## src/rtl/dm_arb_pkg.sv

```systemverilog
// Shared types and defaults for the data-memory arbiter.
// Round-robin arbitration is enabled by defining DM_ARB_RR_EN.
package dm_arb_pkg;

    localparam int unsigned DATA_W = 8;
    localparam int unsigned ADDR_W = 8;

    typedef enum logic [1:0] {
        IDLE   = 2'b00,
        ACCESS = 2'b01,
        RESP   = 2'b10
    } state_e;

    typedef enum logic {
        REQ_CPU = 1'b0,
        REQ_DBG = 1'b1
    } owner_e;

endpackage

```

## src/rtl/dm_arbiter_arb_pick.sv

```systemverilog
// Combinational two-way picker for the DM arbiter.
// DM_ARB_RR_EN selects round-robin on ties; otherwise the CPU always wins.
module arb_pick
    import dm_arb_pkg::*;
(
    input  logic   cpu_req_i,
    input  logic   dbg_req_i,
`ifdef DM_ARB_RR_EN
    input  owner_e last_winner_i,
`endif
    output owner_e winner_o
);

    always_comb begin
        winner_o = REQ_CPU;
`ifdef DM_ARB_RR_EN
        if (cpu_req_i && dbg_req_i) begin
            // On a tie the port that did not win last time goes next.
            winner_o = (last_winner_i == REQ_CPU) ? REQ_DBG : REQ_CPU;
        end else if (dbg_req_i) begin
            winner_o = REQ_DBG;
        end
`else
        if (!cpu_req_i && dbg_req_i) begin
            winner_o = REQ_DBG;
        end
`endif
    end

endmodule

```

## src/rtl/dm_arbiter.sv

```systemverilog
// Arbitrates the single data memory between the CPU and debug/loader ports.
// Each transfer is IDLE -> ACCESS -> RESP; DM_ARB_RR_EN enables round-robin on ties.
module dm_arbiter #(
    parameter int unsigned DATA_W = dm_arb_pkg::DATA_W,
    parameter int unsigned ADDR_W = dm_arb_pkg::ADDR_W
) (
    input  logic              clk,
    input  logic              rst,

    input  logic              cpu_req,
    input  logic              cpu_we,
    input  logic [ADDR_W-1:0] cpu_addr,
    input  logic [DATA_W-1:0] cpu_wdata,
    output logic              cpu_gnt,
    output logic              cpu_ack,
    output logic [DATA_W-1:0] cpu_rdata,

    input  logic              dbg_req,
    input  logic              dbg_we,
    input  logic [ADDR_W-1:0] dbg_addr,
    input  logic [DATA_W-1:0] dbg_wdata,
    output logic              dbg_gnt,
    output logic              dbg_ack,
    output logic [DATA_W-1:0] dbg_rdata,

    output logic              dm_read,
    output logic              dm_write,
    output logic [ADDR_W-1:0] dm_addr,
    output logic [DATA_W-1:0] dm_wdata,
    input  logic [DATA_W-1:0] dm_rdata,

    output logic              busy
);

    import dm_arb_pkg::*;

    state_e            state_q, state_d;
    owner_e            owner_q, owner_d;
    owner_e            winner;
    logic              we_q, we_d;
    logic [ADDR_W-1:0] addr_q, addr_d;
    logic [DATA_W-1:0] wdata_q, wdata_d;
    logic [DATA_W-1:0] cpu_rdata_q, cpu_rdata_d;
    logic [DATA_W-1:0] dbg_rdata_q, dbg_rdata_d;
    logic              cpu_gnt_q, cpu_gnt_d;
    logic              dbg_gnt_q, dbg_gnt_d;
    logic              cpu_ack_q, cpu_ack_d;
    logic              dbg_ack_q, dbg_ack_d;
    logic              dm_read_q, dm_read_d;
    logic              dm_write_q, dm_write_d;
    logic              busy_q, busy_d;
`ifdef DM_ARB_RR_EN
    owner_e            last_winner_q, last_winner_d;
`endif

    arb_pick u_arb_pick (
        .cpu_req_i     (cpu_req),
        .dbg_req_i     (dbg_req),
`ifdef DM_ARB_RR_EN
        .last_winner_i (last_winner_q),
`endif
        .winner_o      (winner)
    );

    always_comb begin
        state_d     = state_q;
        owner_d     = owner_q;
        we_d        = we_q;
        addr_d      = addr_q;
        wdata_d     = wdata_q;
        cpu_rdata_d = cpu_rdata_q;
        dbg_rdata_d = dbg_rdata_q;
        cpu_gnt_d   = 1'b0;
        dbg_gnt_d   = 1'b0;
        cpu_ack_d   = 1'b0;
        dbg_ack_d   = 1'b0;
        dm_read_d   = 1'b0;
        dm_write_d  = 1'b0;
`ifdef DM_ARB_RR_EN
        last_winner_d = last_winner_q;
`endif

        unique case (state_q)
            IDLE: begin
                if (cpu_req || dbg_req) begin
                    state_d = ACCESS;
                    owner_d = winner;
                    if (winner == REQ_DBG) begin
                        we_d    = dbg_we;
                        addr_d  = dbg_addr;
                        wdata_d = dbg_wdata;
                    end else begin
                        we_d    = cpu_we;
                        addr_d  = cpu_addr;
                        wdata_d = cpu_wdata;
                    end
                    // Grant and strobe are registered so they appear in the ACCESS cycle.
                    cpu_gnt_d  = (winner == REQ_CPU);
                    dbg_gnt_d  = (winner == REQ_DBG);
                    dm_read_d  = !we_d;
                    dm_write_d = we_d;
`ifdef DM_ARB_RR_EN
                    last_winner_d = winner;
`endif
                end
            end
            ACCESS: begin
                state_d = RESP;
                if (!we_q) begin
                    if (owner_q == REQ_DBG) dbg_rdata_d = dm_rdata;
                    else                    cpu_rdata_d = dm_rdata;
                end
                cpu_ack_d = (owner_q == REQ_CPU);
                dbg_ack_d = (owner_q == REQ_DBG);
            end
            RESP: begin
                state_d = IDLE;
            end
            default: begin
                state_d = IDLE;
            end
        endcase

        busy_d = (state_d != IDLE);
    end

    always_ff @(posedge clk) begin
        if (rst) begin
            state_q     <= IDLE;
            owner_q     <= REQ_CPU;
            we_q        <= 1'b0;
            addr_q      <= '0;
            wdata_q     <= '0;
            cpu_rdata_q <= '0;
            dbg_rdata_q <= '0;
            cpu_gnt_q   <= 1'b0;
            dbg_gnt_q   <= 1'b0;
            cpu_ack_q   <= 1'b0;
            dbg_ack_q   <= 1'b0;
            dm_read_q   <= 1'b0;
            dm_write_q  <= 1'b0;
            busy_q      <= 1'b0;
`ifdef DM_ARB_RR_EN
            last_winner_q <= REQ_DBG;
`endif
        end else begin
            state_q     <= state_d;
            owner_q     <= owner_d;
            we_q        <= we_d;
            addr_q      <= addr_d;
            wdata_q     <= wdata_d;
            cpu_rdata_q <= cpu_rdata_d;
            dbg_rdata_q <= dbg_rdata_d;
            cpu_gnt_q   <= cpu_gnt_d;
            dbg_gnt_q   <= dbg_gnt_d;
            cpu_ack_q   <= cpu_ack_d;
            dbg_ack_q   <= dbg_ack_d;
            dm_read_q   <= dm_read_d;
            dm_write_q  <= dm_write_d;
            busy_q      <= busy_d;
`ifdef DM_ARB_RR_EN
            last_winner_q <= last_winner_d;
`endif
        end
    end

    assign cpu_gnt   = cpu_gnt_q;
    assign dbg_gnt   = dbg_gnt_q;
    assign cpu_ack   = cpu_ack_q;
    assign dbg_ack   = dbg_ack_q;
    assign cpu_rdata = cpu_rdata_q;
    assign dbg_rdata = dbg_rdata_q;
    assign dm_read   = dm_read_q;
    assign dm_write  = dm_write_q;
    assign dm_addr   = addr_q;
    assign dm_wdata  = wdata_q;
    assign busy      = busy_q;

endmodule

```

## config.mk

```make
export PLATFORM = sky130hd
export DESIGN_NAME = dm_arbiter
export DESIGN_NICKNAME = d
export VERILOG_FILES = /design/src/rtl/dm_arb_pkg.sv /design/src/rtl/dm_arbiter_arb_pick.sv /design/src/rtl/dm_arbiter.sv
export SDC_FILE = /design/constraint.sdc
export NUM_CORES = 1
export LEC_CHECK = 0
export CORE_MARGIN = 4
export CORE_UTILIZATION = 40
export CTS_BUF_LIST = sky130_fd_sc_hd__clkbuf_4
export DETAILED_ROUTE_END_ITERATION = 7
export MAX_ROUTING_LAYER = met4
export PLACE_DENSITY = 0.83
export SYNTH_ARGS = -nofsm -noshare
export SYNTH_HDL_FRONTEND = slang
export SYNTH_SLANG_ARGS = --single-unit
```

## constraint.sdc

```tcl
create_clock -name clk -period 1.8 [get_ports clk]
set_clock_uncertainty 0.1 [all_clocks]
set_input_delay 0.45 -clock clk [delete_from_list [all_inputs] [get_ports clk]]
set_output_delay 0.45 -clock clk [all_outputs]
set_load 0.02 [all_outputs]
```

==> flow_summary.toml <==
[detailed_routing]
wl_um = 4112
drt_iter0_drc = 72
vias = 1383
ant_nets = 0
first_pass_iters = 4
viasPerCell = 4.753
routedWlPerCell_um = 14.13
drc_errors = 0

[grt]
antenna_found_initial = 0
grt_start_max_net_pins = 18
grt.total_usage_pct = 16.56
gr-total-overflow = 0
grt_pass1_wl_um = 6548
grt_pass1_vias = 1398

[power_and_ir_drop]
switching_share_pct = 28.70
power.switching_mw = 0.5751
cellInternalPower_mw = 1.429
power.total_mw = 2.004
power_density_mw_per_mm2 = 748.1
comb_power_share_pct = 23.1
seqPwrFrac_pct = 52.8
p_clk_share_pct = 24.1
p_leak_nw = 1.182
peakVddDrop_mv = 0.3578

[timing]
rsz0062_at_grt = "no"
setup_viol = 0
timing.final.crit_share_pct = 91.08
fin_ws_ns = 0.1605
setup_tns_ns = 0
hold_slack_ns = 0.3605
finalCriticalPeriod_ns = 1.639
finalHoldViolCount = 0
slew_headroom_pct = 81.87
slew_violations = 0
fmax_ghz = 0.6100
tightestPinTransition_ns = 0.2644

[setup_path]
endpoint_kind = "output pin"
critPathBufInv = 1
cp.arrival_ns = 1.09
critPathLaunchType = "flop"
required_ns = 1.25
path_max_fanout = 2
path_cells = "dlygate4sd2_1"
crit_start = "dm_wdata[0]"
cpMaxStageDelayCell = "dfxtp_1"
cpPeakStageDelay_ns = 0.38
endpoint = "dm_wdata[0]"
cp.depth = 1
critPathTopFamily = "flip-flops"
critPathKind = "reg2out"
r2r-end = "dm_addr[7]"
reg2reg_depth = 3
rrSetupSlack_ns = 0.32
r2r-start = "state_q[1]"

[die]
start_util_pct = 41.75
io_pins = 85
rows = 23
fp.dieArea_mm2 = 0.005341
die_x_um = 73.08
fp.dieH_um = 73.08
core_mm2 = 0.004058

[yosys]
yosys.area.top_type_share_pct = 50.81
ys_ff_latch = 43
synth_nets = 192
yosys-top-cells-area = "dfxtp_1, o2bb2ai_2, mux2i_1"
synth.most_common_cell = "dfxtp_1"
syn_area_mm2 = 0.001694
syn-instance-count = 146
syn_area_per_cell_um2 = 11.60
synth-seq-area-share_pct = 50.81
yosys-top-cells-count = "dfxtp_1, mux2i_1, nand2_1, o2bb2ai_2, nor2_1"
synthDistinctLibCells = 20
synth_warnings = 0
synth_edf_count = 0
async_flop_share_pct = 0
ys.flop_type = "dfxtp_1"
synth_top_area_cell = "dfxtp_1"

[place]
dp_slack_ns = -0.2004
dp.final_hpwl_um = 3194
placed_cell_area_mm2 = 0.002670
portBuffers = 84
gp_congestion = 0.6787

[clock_tree]
ctsHtreeMaxLevel = 2
cts_tree = "done"
clk_latency_ns = 0.36
clk_pin_slew_ns = 0.13
cts.path.max_buffers = 2
cts-buffers-inserted = 5
root_buffer = "clkbuf_4"
post_cts_buffers = 0
cts_sinks = 43

[finish]
fin_area_mm2 = 0.002679
nets = 286
num_antenna_cells = 0
area_growth_pct = 58.12
final_layout_size_suffix_gt1_share_pct = 17.43

[outcome]
status = "completed"

[flow_run]
maxCapViolCount = 0

[worst_hold_path]
holdCritPathClass = "reg2reg"
-- layout make-up --
class,instances,area (µm²)
Fill cell,335,1379
Timing Repair Buffer,97,927.1
Sequential cell,43,860.8
Multi-Input combinational cell,90,759.5
Tap cell,50,62.56
Clock buffer,6,45.04
Clock inverter,2,12.51
Inverter,3,11.26
-- worst min-delay path, cell delays in order (launching register included) --
cell and delay (ns):
dfxtp_1 0.33, nand2_1 0.05, a21oi_1 0.05
-- routing by layer --
| metal | global-route usage, % | share of wire [%] | vias to the layer above | routed length [µm] |
|---|---|---|---|---|
| li1 | - | - | 703 | - |
| met1 | 18.84 | 43 | 614 | 1748 |
| met2 | 25.82 | 46 | 54 | 1903 |
| met3 | 4.959 | 8.5 | 12 | 349 |
| met4 | 9.221 | 2.7 | 0 | 111 |
| met5 | - | 0 | - | 0 |
-- cell families after synthesis --
| logic type | share of synthesized area (%) |
|---|---|
| AOI/OAI and AO/OA | 18.46 |
| buffers and inverters | 4.874 |
| DFF | 50.81 |
| muxes | 14.77 |
| and+or+nand+nor | 11.08 |
-- worst min-delay path by stage --
| stage | startpoint | slack, ns | cells past startpoint | endpoint |
|---|---|---|---|---|
| 2_1_floorplan | owner_q | 0.35 | 1 | cpu_ack |
| 3_3_place_gp | cpu_rdata[0] | 0.34 | 2 | cpu_rdata[0] |
| 3_5_place_dp | cpu_rdata[0] | 0.35 | 2 | cpu_rdata[0] |
| 4_1_cts | cpu_rdata[5] | 0.36 | 2 | cpu_rdata[5] |
| 5_1_grt | cpu_rdata[7] | 0.39 | 2 | cpu_rdata[7] |
| 6_report | cpu_rdata[5] | 0.36 | 2 | cpu_rdata[5] |
-- state kept, by name (all words and copies together) (netlist names) --
name,flops
we_q,1
dbg_gnt,1
dm_write,1
dm_read,1
dbg_rdata,8
state_q,2
owner_q,1
cpu_gnt,1
busy,1
cpu_ack,1
cpu_rdata,8
dbg_ack,1
dm_addr,8
dm_wdata,8
-- per-stage QoR --
step,std cells,util [%]
6_report,291,66.02
2_1_floorplan,146,-
3_5_place_dp,283,65.80
3_3_place_gp,283,65.80
4_1_cts,291,66.02
5_1_grt,291,66.02
-- power by group through the flow --
stage | registers [mW] | logic (mW) | clock network, mW
after floorplan | 1.15 | 0.165 | 0
after global placement | 1.08 | 0.502 | 0
after detailed placement | 1.08 | 0.509 | 0
after CTS | 1.06 | 0.471 | 0.496
after global routing | 1.07 | 0.497 | 0.538
final | 1.06 | 0.464 | 0.482
-- cell usage in the layout (no fill, tap or decap), types with 3 or more instances in the layout --
cell type,count
buf_4,10
o2bb2ai_2,17
clkdlybuf4s50_1,45
inv_1,3
clkbuf_4,6
mux2i_1,25
nor2_1,12
and2_1,3
nand2_1,17
a21oi_1,8
dlygate4sd2_1,39
buf_12,3
dfxtp_1,43
-- repair_timing --
item | in CTS | in global routing
gates resized for setup | 39 | 0
hold buffers | 0 | 0
setup endpoints to repair | 39 | 0
Power figures use the tool's default switching activity.
